===== config.mk =====
export PLATFORM = sky130hd
export DESIGN_NAME = alu_sequencer
export DESIGN_NICKNAME = d
export VERILOG_FILES = /design/src/rtl/alu_sequencer.sv
export SDC_FILE = /design/constraint.sdc
export NUM_CORES = 1
export LEC_CHECK = 0
export ABC_AREA = 0
export BUFFER_PORTS_ARGS = -buffer_cell sky130_fd_sc_hd__buf_2
export CORE_MARGIN = 8
export CORE_UTILIZATION = 40
export DETAILED_ROUTE_END_ITERATION = 16
export HOLD_SLACK_MARGIN = 0.15
export PLACE_DENSITY_LB_ADDON = 0.15
export SYNTH_ARGS = -nofsm -noshare
export SYNTH_HDL_FRONTEND = slang
export SYNTH_SLANG_ARGS = --single-unit

===== constraint.sdc =====
create_clock -name clk -period 1 [get_ports clk]
set_input_delay 0.15 -clock clk [delete_from_list [all_inputs] [get_ports clk]]
set_output_delay 0.15 -clock clk [all_outputs]
set_load 0.05 [all_outputs]

===== src/rtl/alu_sequencer.sv =====
// alu_sequencer
// Sequences single-nibble commands onto an external combinational ALU and
// returns one registered response per command. It also keeps a 4-bit
// accumulator that serves as ALU operand 1.
//
// Handshakes: a transfer happens on a rising edge where valid and ready are
// both 1. cmd_ready is 1 only in IDLE. rsp_valid stays high, with rsp_*
// frozen, until rsp_ready is seen.
//
// Optional feature: define ALU_SEQ_MUL_EN to enable cmd_op 4'b1001. This is an
// unsigned 4x4 shift-and-add multiply that runs through ALU opcode 000. When
// the macro is undefined, 1001 is an illegal command and rsp_ext reads 0.
//
// Ports
//   clk, reset            clock, synchronous active-high reset
//   cmd_valid/cmd_ready   command handshake; cmd_op, cmd_operand payload
//   alu_in1/alu_in2       operands to the ALU; alu_opcode selects ALU function
//   alu_out/alu_flags     ALU result and {neg, zero, ovf, carry}
//   rsp_valid/rsp_ready   response handshake
//   rsp_data/rsp_ext      result nibble / multiply high nibble
//   rsp_flags, rsp_err    {neg, zero, ovf, carry}, illegal-command marker
//   acc                   accumulator
module alu_sequencer (
    input  logic       clk,
    input  logic       reset,
    input  logic       cmd_valid,
    output logic       cmd_ready,
    input  logic [3:0] cmd_op,
    input  logic [3:0] cmd_operand,
    output logic [3:0] alu_in1,
    output logic [3:0] alu_in2,
    output logic [2:0] alu_opcode,
    input  logic [3:0] alu_out,
    input  logic [3:0] alu_flags,
    output logic       rsp_valid,
    input  logic       rsp_ready,
    output logic [3:0] rsp_data,
    output logic [3:0] rsp_ext,
    output logic [3:0] rsp_flags,
    output logic       rsp_err,
    output logic [3:0] acc
);

    localparam logic [1:0] S_IDLE = 2'd0;
    localparam logic [1:0] S_EXEC = 2'd1;
`ifdef ALU_SEQ_MUL_EN
    localparam logic [1:0] S_MUL  = 2'd2;
`endif
    localparam logic [1:0] S_RESP = 2'd3;

    logic [1:0] state_q, state_d;
    logic [3:0] op_q, op_d;
    logic [3:0] opd_q, opd_d;
    logic [3:0] acc_q, acc_d;
    logic [3:0] data_q, data_d;
    logic [3:0] flags_q, flags_d;
    logic       err_q, err_d;
    logic       valid_q, valid_d;
`ifdef ALU_SEQ_MUL_EN
    logic [3:0] ext_q, ext_d;
    logic [3:0] p_hi_q, p_hi_d;
    logic [3:0] p_lo_q, p_lo_d;
    logic [1:0] cnt_q, cnt_d;
    logic [4:0] mul_sum;
`endif

    always_comb begin
        state_d    = state_q;
        op_d       = op_q;
        opd_d      = opd_q;
        acc_d      = acc_q;
        data_d     = data_q;
        flags_d    = flags_q;
        err_d      = err_q;
        valid_d    = 1'b0;
        alu_in1    = acc_q;
        alu_in2    = 4'd0;
        alu_opcode = 3'd0;
`ifdef ALU_SEQ_MUL_EN
        ext_d      = ext_q;
        p_hi_d     = p_hi_q;
        p_lo_d     = p_lo_q;
        cnt_d      = cnt_q;
        mul_sum    = {1'b0, p_hi_q};
`endif
        case (state_q)
            S_IDLE: begin
                if (cmd_valid) begin
                    op_d    = cmd_op;
                    opd_d   = cmd_operand;
                    state_d = S_EXEC;
`ifdef ALU_SEQ_MUL_EN
                    if (cmd_op == 4'b1001) begin
                        // The multiplier (acc) sits in P_lo and is consumed LSB first.
                        state_d = S_MUL;
                        p_hi_d  = 4'd0;
                        p_lo_d  = acc_q;
                        cnt_d   = 2'd0;
                    end
`endif
                end
            end
            S_EXEC: begin
                state_d = S_RESP;
                err_d   = 1'b0;
`ifdef ALU_SEQ_MUL_EN
                ext_d   = 4'd0;
`endif
                if (!op_q[3]) begin
                    alu_in2    = opd_q;
                    alu_opcode = op_q[2:0];
                    acc_d      = alu_out;
                    data_d     = alu_out;
                    flags_d    = alu_flags;
                end else if (op_q == 4'b1000) begin
                    acc_d   = opd_q;
                    data_d  = opd_q;
                    flags_d = {opd_q[3], opd_q == 4'd0, 2'b00};
                end else if (op_q == 4'b1010) begin
                    acc_d   = 4'd0;
                    data_d  = 4'd0;
                    flags_d = 4'b0100;
                end else begin
                    // Illegal opcode: report the accumulator and leave it alone.
                    data_d  = acc_q;
                    flags_d = 4'd0;
                    err_d   = 1'b1;
                end
            end
`ifdef ALU_SEQ_MUL_EN
            S_MUL: begin
                alu_in1    = p_hi_q;
                alu_in2    = opd_q;
                alu_opcode = 3'd0;
                // mul_sum is {carry, P_hi} after the optional add. The 9-bit
                // {carry, P_hi, P_lo} then shifts right by one.
                if (p_lo_q[0]) begin
                    mul_sum = {alu_flags[0], alu_out};
                end
                p_hi_d = mul_sum[4:1];
                p_lo_d = {mul_sum[0], p_lo_q[3:1]};
                cnt_d  = cnt_q + 2'd1;
                if (cnt_q == 2'd3) begin
                    state_d = S_RESP;
                    acc_d   = p_lo_d;
                    data_d  = p_lo_d;
                    ext_d   = p_hi_d;
                    flags_d = {p_lo_d[3], {p_hi_d, p_lo_d} == 8'd0, 1'b0, p_hi_d != 4'd0};
                    err_d   = 1'b0;
                end
            end
`endif
            S_RESP: begin
                // rsp_valid rises one cycle after RESP is entered, so a
                // rsp_ready that arrives early cannot complete the transfer.
                valid_d = 1'b1;
                if (valid_q && rsp_ready) begin
                    valid_d = 1'b0;
                    state_d = S_IDLE;
                end
            end
            default: state_d = S_IDLE;
        endcase
    end

    always_ff @(posedge clk) begin
        if (reset) begin
            state_q <= S_IDLE;
            op_q    <= 4'd0;
            opd_q   <= 4'd0;
            acc_q   <= 4'd0;
            data_q  <= 4'd0;
            flags_q <= 4'd0;
            err_q   <= 1'b0;
            valid_q <= 1'b0;
`ifdef ALU_SEQ_MUL_EN
            ext_q   <= 4'd0;
            p_hi_q  <= 4'd0;
            p_lo_q  <= 4'd0;
            cnt_q   <= 2'd0;
`endif
        end else begin
            state_q <= state_d;
            op_q    <= op_d;
            opd_q   <= opd_d;
            acc_q   <= acc_d;
            data_q  <= data_d;
            flags_q <= flags_d;
            err_q   <= err_d;
            valid_q <= valid_d;
`ifdef ALU_SEQ_MUL_EN
            ext_q   <= ext_d;
            p_hi_q  <= p_hi_d;
            p_lo_q  <= p_lo_d;
            cnt_q   <= cnt_d;
`endif
        end
    end

    assign cmd_ready = (state_q == S_IDLE);
    assign rsp_valid = valid_q;
    assign rsp_data  = data_q;
    assign rsp_flags = flags_q;
    assign rsp_err   = err_q;
    assign acc       = acc_q;
`ifdef ALU_SEQ_MUL_EN
    assign rsp_ext   = ext_q;
`else
    assign rsp_ext   = 4'd0;
`endif

endmodule


Word level (Yosys, flattened, before mapping):

Index checks and enable logic that the tools add are counted.

* register bits after elaboration: 20
* input port bits: 20
* output and inout port bits: 30
* word-level logic and storage cells: 39

* equality and inequality tests: 7
* muxes and demuxes: 17
* bitwise operators: 1
* reduce and logical (&&, ||, !) cells: 7

Operators by type and width (number)
* $mux 4: 7
* $mux 3: 3
* $eq 4x4->1 const B: 2
* $pmux 2 s3: 1
* $reduce_and 2->1: 3
* $logic_not 4->1: 1
* $mux 1: 4
* $mux 2: 2
* $ne 2x2->1 const B: 2
* $ne 3x1->1 const B: 1
* $eq 2x1->1 const B: 1
* $eq 2x2->1 const B: 1
* $logic_not 2->1: 1
* $reduce_or 2->1: 1
* $logic_and 1x1->1: 1
* $not 1->1: 1

Depth between registers and ports, before layout:

Gate-level depths: netlist of the first run.

* word-level depth: 4
* depth in mapped cells: 5
* gate-level depth less buffers: 4

Worst setup path before layout of the first run:

No wires, ideal clock.

* kind: reg-to-reg
* start: register state_q[1]
* end: register op_q[0]
* setup time: 128 ps
* data arrival time: 1349 ps
* data required time: 872 ps
* slack: -476 ps
* stages on the path, launching flop included: 6
* buffers on the path: 1
* period minus slack after synthesis: 1476 ps
* path through: dfxtp_1 -> nor2_2 -> and2_1 -> buf_6 -> mux2i_1 -> nor2_1

* word-level cells in the longest chain between the ends: 2

RTL lines
* from (decl): RTL line 51 `logic [1:0] state_q, state_d;`
* from (signal assigned): RTL line 183 `state_q <= state_d;`
* $logic_not 2->1
* named net cmd_ready: RTL line 27 `output logic cmd_ready,`
* $reduce_and 2->1 (no line)
* to (signal assigned): RTL line 184 `op_q <= op_d;`
* to (decl): RTL line 52 `logic [3:0] op_q, op_d;`

The timed path passes the listed nets, and every way through them passes these cells.
A chain may end at the register's enable or synchronous reset.

Final worst setup path of the first run:

* start: register state_q[1]
* end: register flags_q[1] (netlist: rsp_flags[1])

* word-level cells in the longest chain between the ends: 1

RTL lines
* $eq 2x1->1: RTL line 86 `case (state_q)`
* to (signal assigned): RTL line 188 `flags_q <= flags_d;`
* to (decl): RTL line 56 `logic [3:0] flags_q, flags_d;`

No other way between the ends.

==> results of run 1 <==
-- cell type report --
cell class	count	area, sq um
Fill cell	140	470
Timing Repair Buffer	84	876
Inverter	2	7.51
Sequential cell	20	434
Clock inverter	1	30.0
Tap cell	30	37.5
Clock buffer	3	22.5
Multi-Input combinational cell	75	532
-- per-stage QoR --
step / total power [mW] / setup TNS [ns] / instances / instance area (sq um) / util, %
global placement: 1.81 / -3.53 / 180 / 1250 / 52.0
finish: 2.98 / -8.62 / 215 / 1940 / 80.5
floorplan: 1.66 / -3.62 / 113 / 1030 / -
detailed placement: 1.83 / -4.00 / 180 / 1250 / 52.0
CTS: 2.88 / -8.26 / 208 / 1830 / 76.1
global route: 3.09 / -10.72 / 215 / 1940 / 80.5
-- kinds of logic (layout without fill, tap and decap cells) --
family,after synthesis,after routing,share of synthesized area (%)
multiplexers,8,8,8.11
AND/OR/NAND/NOR,45,45,24.6
buffers and inverters,18,90,12.4
flip-flops,20,20,40.6
AO/OA/AOI/OAI,18,18,13.9
other,1,4,0.380
-- layout by cell type (no fill, tap or decap), types with 4 or more instances in the layout --
cell type,Yosys,layout
nand3_1,4,4
dlygate4sd3_1,0,11
buf_2,2,19
dfxtp_4,0,6
nand2b_1,4,4
dfxtp_1,20,5
mux2i_1,8,8
conb_1,1,4
buf_6,1,12
a211oi_2,4,4
dfxtp_2,0,9
nor2_2,1,4
and2_4,0,8
nor2_1,18,14
o21ai_1,3,4
buf_4,12,14
buf_8,0,26
-- worst register-to-register path: stages (launching register included) --
cell and delay [ns]:
dfxtp_2 0.35, nand2b_4 0.13, nor2_4 0.06, buf_4 0.14, buf_6 0.10, buf_6 0.10, buf_6 0.10, buf_6 0.10
buf_6 0.11, a22oi_2 0.11, nor2_1 0.06
-- how the worst max path moves through the flow --
| stage | from | to | slack [ns] | depth (start not counted) |
|---|---|---|---|---|
| 5_1_grt | state_q[1]$_SDFFE_PP0P_ | alu_opcode[0] | -0.53 | 4 |
| 2_1_floorplan | state_q[1]$_SDFFE_PP0P_ | op_q[0]$_SDFFE_PP0P_ | -0.30 | 5 |
| 4_1_cts | state_q[1]$_SDFFE_PP0P_ | alu_in2[1] | -0.48 | 4 |
| 3_3_place_gp | state_q[1]$_SDFFE_PP0P_ | alu_in2[1] | -0.23 | 4 |
| 6_report | state_q[1]$_SDFFE_PP0P_ | rsp_flags[1]$_SDFFE_PP0P_ | -0.47 | 10 |
| 3_5_place_dp | state_q[1]$_SDFFE_PP0P_ | alu_in2[1] | -0.25 | 4 |
-- power by group --
part	switching, mW	internal [mW]	total, mW
registers	0.104	0.881	0.985
clock network	0.260	0.405	0.665
logic	0.677	0.648	1.33
total	1.04	1.94	2.98
-- cell usage after synthesis --
| cell | instances |
|---|---|
| dfxtp_1 | 20 |
| nor2_1 | 18 |
| buf_4 | 12 |
| and2_1 | 8 |
| mux2i_1 | 8 |
| a211oi_2 | 4 |
| nand2b_1 | 4 |
| nand3_1 | 4 |
| o21ai_0 | 3 |
| o21ai_1 | 3 |
| a22oi_1 | 2 |
| buf_2 | 2 |
| inv_1 | 2 |
| nand2_1 | 2 |
| nor2_4 | 2 |
| nor3_1 | 2 |
| a21oi_1 | 1 |
| a31oi_1 | 1 |
| and2b_4 | 1 |
| buf_6 | 1 |
| clkbuf_1 | 1 |
| conb_1 | 1 |
| nand2b_2 | 1 |
| nand4b_1 | 1 |
| nor2_2 | 1 |
| nor2b_1 | 1 |
| o211ai_1 | 1 |
| o21a_1 | 1 |
| o31ai_1 | 1 |
| o41ai_1 | 1 |
-- per-layer routing --
layer / routed length, microns / vias up / global-route usage, %
met1: 1220 / 478 / 15.2
li1: - / 508 / -
met3: 206 / 4 / 4.25
met5: 0 / - / 0
met2: 1610 / 35 / 22.7
met4: 27 / 0 / 4.90
-- state kept, by name (all words and copies together) (netlist names) --
name       flops
op_q           4
opd_q          4
rsp_data       4
rsp_err        1
rsp_flags      4
rsp_valid      1
state_q        2
-- timing repair --
action	4_1_cts	5_1_grt
endpoints found under the hold margin	11	0
endpoints found under the setup margin	43	46
hold buffers	11	0
gates resized for setup	102	13
pin swaps	18	8
setup buffers	14	8
==> out/qor.yml, run 1 <==
global_routing:
  grt_max_degree: 14
  grt_pass1_vias: 998
  gr-total-overflow: 0
  track_usage_pct: 13.4
  grt_pass1_wl_mm: 4.57
  grt_antenna_before_repair: 0
sta:
  hold_viol: 0
  setup-violations-final: 39
  grt_setup_unrepaired: "true"
  fmax_mhz: 680
  slew_viol_final: 0
  fin_crit_ns: 1.47
  period_share_pct: 147
  skew_ns: 0.00621
  timing.final.ws_setup_ns: -0.471
  whs_ns: 0.162
routing:
  drtIter0Drc: 24
  ant_nets: 0
  drc_errors: 0
  vias_per_cell: 4.77
  dr.pass1.iters: 4
  vias: 1025
  drt-total-wl_mm: 3.06
  avgRoutedWirePerCell_microns: 14.2
floorplan:
  initial_core_util_pct: 41.0
  die_y_microns: 65.7
  core_area_sq_um: 2410
  dieArea_sq_um: 4310
  rows: 18
  die_width_microns: 65.7
  pin_count: 50
synthesis:
  yosysTopAreaCellShare_pct: 40.6
  yosysUniqueCellTypes: 30
  syn_avg_cell_area_sq_um: 8.97
  synth_area_leaders: "dfxtp_1 41%, buf_4 9.1%, mux2i_1 8.1%, nor2_1 6.8%, a211oi_2 5.1%"
  ys_ff_latch: 20
  yosys.area.top_type: "dfxtp_1"
  yosysSeqAreaShare_pct: 40.6
  syn_inst: 110
  netlist_area_sq_um: 987
  ys_warn_count: 0
setup_path:
  worstPathMaxFanout: 8
  crit_buf_inv: 6
  crit_path_start_kind: "flip-flop"
  reg2reg_slack_ns: -0.47
  path_cells: "nand2b_4 -> nor2_4 -> buf_4 -> buf_6 -> buf_6 -> buf_6 -> buf_6 -> buf_6 -> a22oi_2 -> nor2_1"
  cp.required_ns: 1.20
  r2r_start: "state_q[1]$_SDFFE_PP0P_"
  end_kind: "flip-flop"
  cp.arrival_ns: 1.67
  critical-path-slowest-cell: "dfxtp_2"
  cpLargestDelayFamily: "buffers and inverters"
  worstReg2RegEnd: "rsp_flags[1]$_SDFFE_PP0P_"
  worstSetupPathType: "flip-flop to flip-flop"
  crit_top_cell: "buf_6"
  reg2reg_depth: 10
  slowest_delay_ns: 0.35
clock_network:
  cts.sinks: 20
  cts_tree: "built"
  clock_latency_ns: 0.31
  cts.clk_slew.worst_paths_ns: 0.12
  h-tree-depth: 1
  cts-root-buf: "clkbuf_4"
  numCtsBuffers: 3
  cts_buffer_depth: 2
finish:
  drive_above_1_share_pct: 63.2
  antenna_cells: 0
  syn_to_final_growth_pct: 96.5
  layout.nets: 206
job:
  drv_cap: 0
hold_path:
  hold-path-endpoint: "rsp_valid$_SDFF_PP0_"
  whs_path_depth: 4
  hp-class: "input port to flip-flop"
  hp-start: "rsp_ready"
place:
  dp_worst_setup_slack_ns: -0.253
  io_buffers: 45
  dp_hpwl_mm: 1.97
  place.gp.congestion: 0.726
pwr:
  power.leakage_nw: 0.866
  power_density_nw_per_um2: 1530
  ir_worst_vdd_mv: 1.27
status:
  status: "finished with violations"
  violations: "setup timing"
Power figures use the tool's default switching activity.
==> inputs of run 2 (changes only) <==
--- a/config.mk
+++ b/config.mk
@@ -11,7 +11,8 @@
 export CORE_UTILIZATION = 40
 export DETAILED_ROUTE_END_ITERATION = 16
 export HOLD_SLACK_MARGIN = 0.15
-export PLACE_DENSITY_LB_ADDON = 0.15
+export PLACE_DENSITY = 0.74
+export REMOVE_ABC_BUFFERS = 1
 export SYNTH_ARGS = -nofsm -noshare
 export SYNTH_HDL_FRONTEND = slang
 export SYNTH_SLANG_ARGS = --single-unit
==> out/qor.yml, run 2 (same netlist as run 1, synthesis figures left out) <==
finish:
  regArea_sq_um: 428
  layout.nets: 196
  final_common_cell: "buf_8"
  drive_above_1_share_pct: 56.3
  fillers: 159
  multiInputGateArea_sq_um: 518
  fin_util_pct: 72.1
  antenna_cells: 0
  final_cell_mix: "20 x buf_8, 19 x buf_2, 14 x nor2_1, 14 x dlygate4sd3_1, 13 x buf_4"
  syn_to_final_growth_pct: 75.9
floorplan:
  die_y_microns: 65.7
  die_width_microns: 65.7
  pin_count: 50
  rows: 18
  core_area_sq_um: 2410
  dieArea_sq_um: 4310
  initial_core_util_pct: 41.0
sta:
  fin_crit_ns: 1.47
  slew_viol_final: 0
  skew_ns: 0.00385
  grt_setup_unrepaired: "true"
  fmax_mhz: 678
  hold_viol: 0
  period_share_pct: 147
  timing.final.ws_setup_ns: -0.475
  setup-violations-final: 37
  tns_ns: -7.99
place:
  place.gp.congestion: 0.748
  dp_hpwl_mm: 2.00
  io_buffers: 45
hold_path:
  hold-path-endpoint: "rsp_valid$_SDFF_PP0_"
  hp-start: "rsp_ready"
  whs_path_depth: 4
  hp-class: "input port to flip-flop"
global_routing:
  grt_max_degree: 11
  grt_pass1_wl_mm: 5.10
  gr-total-overflow: 0
  grt_pass1_vias: 1067
  grt_antenna_before_repair: 0
  track_usage_pct: 15.5
status:
  status: "finished with violations"
  violations: "setup timing"
setup_path:
  crit_buf_inv: 1
  cpLargestDelayFamily: "simple AND/OR/NAND/NOR gates"
  startpoint: "state_q[1]$_SDFFE_PP0P_"
  worstReg2RegEnd: "op_q[1]$_SDFFE_PP0P_"
  cp.required_ns: 0.85
  cp.arrival_ns: 1.32
  critical-path-slowest-cell: "dfxtp_2"
  worstSetupPathType: "flip-flop to primary output"
  path_cells: "nand2b_4 -> nor2_4 -> and2_4 -> buf_8"
  worstPathMaxFanout: 8
  slowest_delay_ns: 0.34
  reg2reg_depth: 6
  reg2reg_slack_ns: -0.38
  end_kind: "primary output"
  crit_path_start_kind: "flip-flop"
  r2r_start: "state_q[1]$_SDFFE_PP0P_"
job:
  drv_cap: 0
pwr:
  ir_worst_vdd_mv: 1.30
  power.leakage_nw: 0.768
  power_density_nw_per_um2: 1460
  total_power_mw: 2.54
routing:
  vias: 1060
  drt-total-wl_mm: 3.42
  vias_per_cell: 5.20
  drc_errors: 0
  avgRoutedWirePerCell_microns: 16.8
  ant_nets: 0
  drtIter0Drc: 38
  dr.pass1.iters: 4
clock_network:
  cts.clk_slew.worst_paths_ns: 0.11
  cts-root-buf: "clkbuf_4"
  cts_buffer_depth: 2
  clock_latency_ns: 0.31
  numCtsBuffers: 3
  cts_tree: "built"
  cts.sinks: 20
  h-tree-depth: 1
run 2: cell types whose count changed in the layout (fill, tap and decap cells not counted), sizes merged:
cell and change:
buf -13, dlygate4sd3 +3, bufinv -1
run 2: worst max-delay path by stage:
stage | depth (start not counted) | end | slack [ns]
3_5_place_dp | 4 | alu_in2[3] | -0.26
5_1_grt | 4 | alu_in2[0] | -0.51
2_1_floorplan | 2 | rsp_data[0]$_SDFFE_PP0P_ | -0.69
4_1_cts | 4 | alu_in2[3] | -0.46
3_3_place_gp | 4 | alu_in2[2] | -0.21
6_report | 4 | alu_in2[0] | -0.47
run 2: through the flow:
| step | hold slack (ns) | cell area, sq um | std cells | setup WS (ns) |
|---|---|---|---|---|
| after global placement | 0.384 | 1230 | 181 | -0.208 |
| after CTS | 0.162 | 1690 | 202 | -0.464 |
| after global routing | 0.201 | 1740 | 204 | -0.512 |
| after detailed placement | 0.391 | 1230 | 181 | -0.260 |
| after floorplan | 0.215 | 883 | 97 | -0.687 |
| final | 0.179 | 1740 | 204 | -0.475 |
run 2: worst register-to-register path: stages, from the launching register on:
cell and delay, ns:
dfxtp_2 0.34, buf_4 0.13, buf_6 0.11, nor2_2 0.12, and2_4 0.26, mux2i_1 0.25, nor2_1 0.07
run 2: power breakdown:
part | leakage [nW] | switching (mW) | internal, mW
Sequential | 0.170 | 0.101 | 0.880
Clock | 0.0138 | 0.249 | 0.141
Combinational | 0.584 | 0.654 | 0.517
run 2: per-layer routing:
metal | vias up | part of all wire (%) | GRT usage, %
met5 | - | 0 | 0
met4 | 0 | 2.4 | 7.36
met1 | 491 | 38 | 15.0
li1 | 488 | - | -
met3 | 13 | 11 | 6.12
met2 | 68 | 49 | 27.8
run 2: layout make-up:
type                            instances  area share (%)
Sequential cell                        20            24.6
Inverter                                2           0.432
Multi-Input combinational cell         75            29.8
Tap cell                               30            2.16
Clock buffer                            3            1.30
Timing Repair Buffer                   74            41.6
run 2: repair_timing:
item | 4_1_cts | 5_1_grt
hold buffers | 14 | 0
setup buffers | 5 | 3
gates resized for setup | 94 | 13
setup endpoints to repair | 43 | 42
hold endpoints to repair | 11 | 0
pin swaps | 12 | 6
